`src/rtl/rtype_instr_writer_pkg.sv`:
```
// rtl/rtype_instr_writer_pkg.sv - shared R-type opcode, funct and FSM encodings
// The decoder and writer both import this package so the two funct tables cannot drift apart.
package rtype_instr_writer_pkg;

  localparam logic [2:0] AOP_AND  = 3'b000;
  localparam logic [2:0] AOP_OR   = 3'b001;
  localparam logic [2:0] AOP_XOR  = 3'b010;
  localparam logic [2:0] AOP_NOR  = 3'b011;
  localparam logic [2:0] AOP_ADD  = 3'b100;
  localparam logic [2:0] AOP_SUB  = 3'b101;
  localparam logic [2:0] AOP_SLTU = 3'b110;
  localparam logic [2:0] AOP_SLLV = 3'b111;

  localparam logic [5:0] FUNCT_ADD  = 6'b100000;
  localparam logic [5:0] FUNCT_SUB  = 6'b100010;
  localparam logic [5:0] FUNCT_AND  = 6'b100100;
  localparam logic [5:0] FUNCT_OR   = 6'b100101;
  localparam logic [5:0] FUNCT_XOR  = 6'b100110;
  localparam logic [5:0] FUNCT_NOR  = 6'b100111;
  localparam logic [5:0] FUNCT_SLTU = 6'b101011;
  localparam logic [5:0] FUNCT_SLLV = 6'b000100;

  localparam logic [5:0] OPC_RTYPE = 6'b000000;

  localparam logic [1:0] ST_IDLE  = 2'b00;
  localparam logic [1:0] ST_WRITE = 2'b01;
  localparam logic [1:0] ST_FULL  = 2'b10;

  // shamt is never used by this ALU, so it is always packed as zero
  function automatic logic [31:0] rtype_word(input logic [4:0] rs, input logic [4:0] rt,
                                             input logic [4:0] rd, input logic [5:0] funct);
    return {OPC_RTYPE, rs, rt, rd, 5'b00000, funct};
  endfunction

endpackage

```
`src/rtl/rtype_encode.sv`:
```
// rtl/rtype_encode.sv - combinational ALU-op plus register fields to R-type word
module rtype_encode
  import rtype_instr_writer_pkg::*;
(
  input  logic [2:0]  aop,
  input  logic [4:0]  rs,
  input  logic [4:0]  rt,
  input  logic [4:0]  rd,
  output logic [31:0] word
);

  logic [5:0] funct;

  always_comb begin
    funct = FUNCT_ADD;
    case (aop)
      AOP_ADD:  funct = FUNCT_ADD;
      AOP_SUB:  funct = FUNCT_SUB;
      AOP_AND:  funct = FUNCT_AND;
      AOP_OR:   funct = FUNCT_OR;
      AOP_XOR:  funct = FUNCT_XOR;
      AOP_NOR:  funct = FUNCT_NOR;
      AOP_SLTU: funct = FUNCT_SLTU;
      AOP_SLLV: funct = FUNCT_SLLV;
    endcase
  end

  assign word = rtype_word(rs, rt, rd, funct);

endmodule

```
`src/rtl/rtype_instr_writer.sv`:
```
// rtl/rtype_instr_writer.sv - encodes R-type requests and writes them to sequential instruction-memory words
module rtype_instr_writer
  import rtype_instr_writer_pkg::*;
#(
  parameter int ADDR_W    = 8,
  parameter int BASE_ADDR = 0,
  parameter int MAX_WORDS = 64
) (
  input  logic                         clk,
  input  logic                         rst_n,
  input  logic                         clear,
  input  logic                         in_valid,
  output logic                         in_ready,
  input  logic [2:0]                   in_aop,
  input  logic [4:0]                   in_rs,
  input  logic [4:0]                   in_rt,
  input  logic [4:0]                   in_rd,
  output logic                         mem_we,
  output logic [ADDR_W-1:0]            mem_addr,
  output logic [31:0]                  mem_wdata,
  input  logic                         mem_ack,
  output logic [$clog2(MAX_WORDS):0]   word_count,
  output logic                         full
);

  localparam int CNT_W = $clog2(MAX_WORDS) + 1;
  localparam logic [CNT_W-1:0]  CNT_MAX  = CNT_W'(MAX_WORDS);
  localparam logic [CNT_W-1:0]  CNT_ONE  = CNT_W'(1);
  localparam logic [ADDR_W-1:0] BASE     = ADDR_W'(BASE_ADDR);
  localparam logic [ADDR_W-1:0] WORD_INC = ADDR_W'(4);

  logic [1:0]       state;
  logic [31:0]      enc_word;
  logic [CNT_W-1:0] count_next;

  rtype_encode u_encode (
    .aop  (in_aop),
    .rs   (in_rs),
    .rt   (in_rt),
    .rd   (in_rd),
    .word (enc_word)
  );

  // Strobes decode straight from state so a reset mid-write drops mem_we without waiting for an edge
  assign in_ready   = (state == ST_IDLE);
  assign mem_we     = (state == ST_WRITE);
  assign full       = (state == ST_FULL);
  assign count_next = word_count + CNT_ONE;

  always_ff @(posedge clk or negedge rst_n) begin
    if (!rst_n) begin
      state      <= ST_IDLE;
      mem_addr   <= BASE;
      mem_wdata  <= '0;
      word_count <= '0;
    end else if (clear) begin
      state      <= ST_IDLE;
      mem_addr   <= BASE;
      word_count <= '0;
    end else begin
      case (state)
        ST_IDLE: begin
          if (in_valid) begin
            mem_wdata <= enc_word;
            state     <= ST_WRITE;
          end
        end
        ST_WRITE: begin
          if (mem_ack) begin
            mem_addr   <= mem_addr + WORD_INC;
            word_count <= count_next;
            state      <= (count_next == CNT_MAX) ? ST_FULL : ST_IDLE;
          end
        end
        ST_FULL: begin
          state <= ST_FULL;
        end
        default: begin
          state <= ST_IDLE;
        end
      endcase
    end
  end

endmodule
```
`config.mk`:
```
export PLATFORM = sky130hd
export DESIGN_NAME = rtype_instr_writer
export DESIGN_NICKNAME = d
export VERILOG_FILES = /design/src/rtl/rtype_instr_writer_pkg.sv /design/src/rtl/rtype_encode.sv /design/src/rtl/rtype_instr_writer.sv
export SDC_FILE = /design/constraint.sdc
export NUM_CORES = 1
export LEC_CHECK = 0
export BUFFER_PORTS_ARGS = -buffer_cell sky130_fd_sc_hd__buf_2
export CORE_MARGIN = 5
export CORE_UTILIZATION = 45
export CTS_CLUSTER_SIZE = 24
export DETAILED_ROUTE_END_ITERATION = 12
export HOLD_SLACK_MARGIN = 0.12
export PLACE_DENSITY = 0.79
export SLEW_MARGIN = 20
export SYNTH_ARGS = -nofsm -noshare
export SYNTH_HDL_FRONTEND = slang
export SYNTH_SLANG_ARGS = --single-unit
```
`constraint.sdc`:
```
create_clock -name clk -period 3.15 [get_ports clk]
set_clock_uncertainty 0.2 [all_clocks]
set_input_delay 0.63 -clock clk [delete_from_list [all_inputs] [get_ports clk]]
set_output_delay 0.63 -clock clk [all_outputs]
set_load 0.02 [all_outputs]
```
* Yosys cells after proc, flatten, opt, wreduce, memory -nomap -nowiden
Memories as Yosys holds them, arrays and structs flattened. A register that Yosys moved wholly into a read port is not among the register bits.
Index checks and enable logic that the tools add are counted.
** Cells by class
- Add/sub/neg operators :: 2
- Equality and inequality tests :: 5
- Mux-type cells :: 11
- Bitwise logic cells :: 1
- Reduce and logical (&&, ||, !) cells :: 7
** Operators by type and width (count)
- 8-bit 2-to-1 mux :: 3
- 7-bit 2-to-1 mux :: 3
- 8-bit by 3-bit adder with 8-bit output (second input constant) :: 1
- 2-bit 2-to-1 mux :: 4
- 7-bit by 1-bit adder with 7-bit output (second input constant) :: 1
- 7-bit equality test (second input constant) :: 1
- 2-bit case mux with 3 select lines :: 1
- 2-bit AND reduction :: 2
- 2-bit nonzero test :: 2
- 3-bit by 2-bit inequality test with 1-bit output (second input constant) :: 1
- 3-bit inequality test (second input constant) :: 1
- 3-bit AND reduction :: 1
- 2-bit by 1-bit equality test with 1-bit output (second input constant) :: 1
- 2-bit equality test (second input constant) :: 1
- 2-bit logical NOT :: 1
- 1-bit logical NOT :: 1
- 1-bit inverter :: 1
** Storage, ports and cells
- Register bits after elaboration :: 38
- Memory bits (read-only) :: 40
- Input bits :: 23
- Output and inout bits :: 50
- Word-level logic and storage cells :: 31
- Memories kept :: 1
** Memory list
- (name not given) :: depth 8, bits a word 5, rd ports 1, clocked after memory_dff 1, wr ports 0, line rtype_encode.sv:16 : case (aop)

* Logic depth before layout (Yosys ltp)
- Depth after elaboration :: 6
- Depth in mapped cells :: 6
- Depth with buffers taken out :: 5

* By module
From an unflattened synthesis, not the netlist that was laid out.
** Unflattened totals
- Cell total of the unflattened synthesis :: 188
- Area, all modules :: 2309.7 um^2
** Modules (own cells, without submodules)
- rtype_instr_writer :: instances 1, cells an instance 150, area each 2026.9 um^2, seq. area each 1176.1 um^2
- rtype_encode :: instances 1, cells an instance 38, area each 282.8 um^2, seq. area each 0.0 um^2

* Worst setup path after synthesis
OpenSTA, ideal clock, no wires.
- Path type :: in2reg
- Start :: input port clear
- End :: register mem_wdata[11]
- Library setup time :: 0.125 ns
- Arrival :: 1.731 ns
- Data required time :: 2.825 ns
- Setup slack :: 1.094 ns
- Stages on the path :: 4
- Path buffers :: 2
- Path through :: buf_6 > nor4b_4 > buf_8 > mux2_4
** Between the ends
- Longest elaborated chain between the ends :: 2
** RTL lines
- from (decl) :: line rtype_instr_writer.sv:11 : input logic clear,
- 1-bit inverter (no source line)
- 3-bit AND reduction (no source line)
- to (signal assigned) :: line rtype_instr_writer.sv:64 : mem_wdata <= enc_word;
- to (decl) :: line rtype_instr_writer.sv:20 : output logic [31:0] mem_wdata,
Every way passes these cells.
A chain may end at the register's enable or synchronous reset.

* Worst setup path in the final report
- Start :: register state[0]
- End :: output port full
** Between the ends
- Longest elaborated chain between the ends :: 1
** RTL lines
- from (decl) :: line rtype_instr_writer.sv:32 : logic [1:0] state;
- from (signal assigned) :: line rtype_instr_writer.sv:72 : state <= (count_next == CNT_MAX) ? ST_FULL : ST_IDLE;
- 2-bit equality test :: line rtype_instr_writer.sv:47 : assign full = (state == ST_FULL);
- to (decl) :: line rtype_instr_writer.sv:23 : output logic full
Every way passes these cells.

==> out/results.ini <==
[finish]
layout_common_cells=buf_2 (58), dfrtp_1 (35), nor2_1 (15)
drive_gt1_share_pct=38.60
regArea_um2=875.8
layout_commonest_cell=buf_2
syn2layout_area_growth_pct=20.89
multi_input_area_um2=773.2
layout.nets=243
final.fill_count=342
layout.cells.non_filler=263
final_util_pct=57.45
antenna_cells=0

[run_status]
status=completed

[sta]
whs_ps=207.8
finalCriticalPeriod_ps=2002
maxSlewViolCount=0
fin_crit_sh_pct=63.55
finalSetupTns_ps=0
max_freq_ghz=0.4995
max_slew_margin_pct=49.97
hold_violations=0
worst_pin_slew_ps=750.5
rsz0062_at_grt=no
setup_violations=0

[worst_setup_path]
cp_max_fo=7
timing.rr.end=state[1]
crit_path_end=full
critPathMaxStageDelay_ps=470
r2r_start=word_count[0]
cp-end-kind=output port
cp_slowest_cell=dfrtp_1
cp-start-kind=flop
reg2reg_slack_ps=1230
startpoint=state[0]
worst_ep_required_time_ps=2320
reg2regPathDepth=5
path_cells=nand2b_1, inv_1, buf_2
crit_type=reg2out
cp.arrival_ps=1170

[die]
start_util_pct=47.53
num_rows=22
die_y_um=72.88
core_um2=3744
dieArea_um2=5311
pin_count=73
die_w_um=72.88

[global_routing]
grt_pass1_vias=1236
grt_max_degree=36
overflow=0
grtUsageTotal_pct=13.23
antenna_found_initial=0
grt_pass1_wl_um=5492

[drt]
wl_per_cell_um=12.85
wl_um=3380
vias=1271
drtIter0Drc=54
dr.pass1.iters=4
ant_nets=0
drc_errors=0
viasPerCell=4.833

[yosys]
synthDistinctLibCells=33
postSynthCellCount=155
syn-cell-area_um2=1779
ys_ff_latch=35
yosysWarnings=0
syn_area_per_cell_um2=11.48
yosysSeqAreaShare_pct=49.23

[clock_tree]
root_buffer=clkbuf_8
clk_pin_slew_ps=70
clock_sinks=35
numCtsBuffers=5
cts_resized=0
clkLatencyLatePin_ps=280
cts_setup_buffers=0
cts_tree=built
h-tree-depth=2
hold_buffers=0
clock_path_buffers=2

[run]
drv_cap=0

[place]
numPortBuffers=58
dp_hpwl_um=2550
dp_cells=255
place_congestion=0.7274

[power_and_ir_drop]
p_leak_nw=1.130
power_mw=1.198
ir_worst_vdd_uv=351.0
power.density_nw_per_um2=557.0

[worst_hold_path]
min_path_type=in2async

cells in the mapped netlist (all sizes together):
| cell | n | area share, % |
|---|---|---|
| o21ai | 4 | 1.1 |
| a31oi | 3 | 1.1 |
| inv | 6 | 1.3 |
| xnor2 | 3 | 1.5 |
| ha | 6 | 4.2 |
| xor2 | 8 | 3.9 |
| nor2 | 15 | 3.2 |
| or3 | 1 | 0.35 |
| o32a | 1 | 0.56 |
| and3b | 1 | 0.49 |
| nand2 | 11 | 2.3 |
| clkbuf | 1 | 0.21 |
| a21oi | 5 | 1.4 |
| nand3b | 2 | 0.84 |
| mux2 | 15 | 12 |
| mux2i | 3 | 1.7 |
| nor4 | 1 | 0.35 |
| dfrtp | 35 | 49 |
| nand2b | 1 | 0.35 |
| conb | 1 | 0.21 |
| buf | 19 | 8.6 |
| nor4b | 1 | 1.3 |
| and3 | 2 | 0.70 |
| o32ai | 1 | 0.49 |
| nand3 | 2 | 0.56 |
| nor2b | 1 | 0.35 |
| nor3 | 2 | 0.56 |
| nand4 | 3 | 1.1 |
| a211o | 1 | 0.49 |
where the power goes:
| part | total (mW) | internal [mW] | leakage, nW | switching (mW) |
|---|---|---|---|---|
| registers | 0.530 | 0.499 | 0.440 | 0.0311 |
| clock network | 0.421 | 0.260 | 0.0618 | 0.161 |
| logic | 0.247 | 0.102 | 0.628 | 0.145 |
| total | 1.20 | 0.861 | 1.13 | 0.337 |
critical path: cells and delay by family (launching register included):
kind,cells,cell delay [ps]
flip-flops,1,470
AND/OR/NAND/NOR,1,210
buffers and inverters,2,210
logic make-up after synthesis:
kind of cell | count (synthesis) | synth area share [%]
AO/OA/AOI/OAI | 15 | 5.134
XOR/XNOR | 11 | 5.415
adder cells (fa/ha/maj) | 6 | 4.219
buffers and inverters | 26 | 10.06
flip-flops | 35 | 49.23
multiplexers | 18 | 13.29
other | 1 | 0.2108
AND/OR/NAND/NOR | 43 | 12.45
metal layers:
| metal | up-vias | wire length [µm] | part of all wire [%] | global-route usage (%) |
|---|---|---|---|---|
| li1 | 614 | - | - | - |
| met1 | 601 | 1507 | 45 | 17.27 |
| met2 | 48 | 1564 | 46 | 20.04 |
| met3 | 8 | 247 | 7.3 | 4.270 |
| met4 | 0 | 61 | 1.8 | 5.738 |
| met5 | - | 0 | 0 | 0 |
registers in the layout, indices dropped and copies added (netlist names):
| signal | flops |
|---|---|
| state | 2 |
| mem_wdata | 20 |
| mem_addr | 6 |
| word_count | 7 |
worst min path at each step:
stage	startpoint	to	slack [ps]
after CTS	rst_n	mem_addr[6]	230
after detailed placement	mem_wdata[24]	mem_wdata[24]	290
after global routing	rst_n	mem_addr[7]	270
after floorplan	rst_n	mem_addr[2]	130
after global placement	mem_wdata[19]	mem_wdata[19]	290
final	rst_n	mem_addr[6]	210
final cells by class:
cell class / count / area share, %
multi-input cells: 107 / 35.95
clock inverters: 2 / 1.803
clock buffers: 6 / 3.839
inverters: 6 / 1.047
repair buffers: 59 / 13.85
flip-flops and latches: 35 / 40.72
well taps: 48 / 2.792
through the flow:
| step | instance area [µm²] | worst slack (ps) |
|---|---|---|
| after floorplan | 1828 | 1094 |
| final | 2151 | 1148 |
| after CTS | 2151 | 1123 |
| after global placement | 2029 | 958.1 |
| after detailed placement | 2029 | 942.1 |
| after global routing | 2151 | 1058 |
No activity file was read; power rests on OpenSTA's default activity.
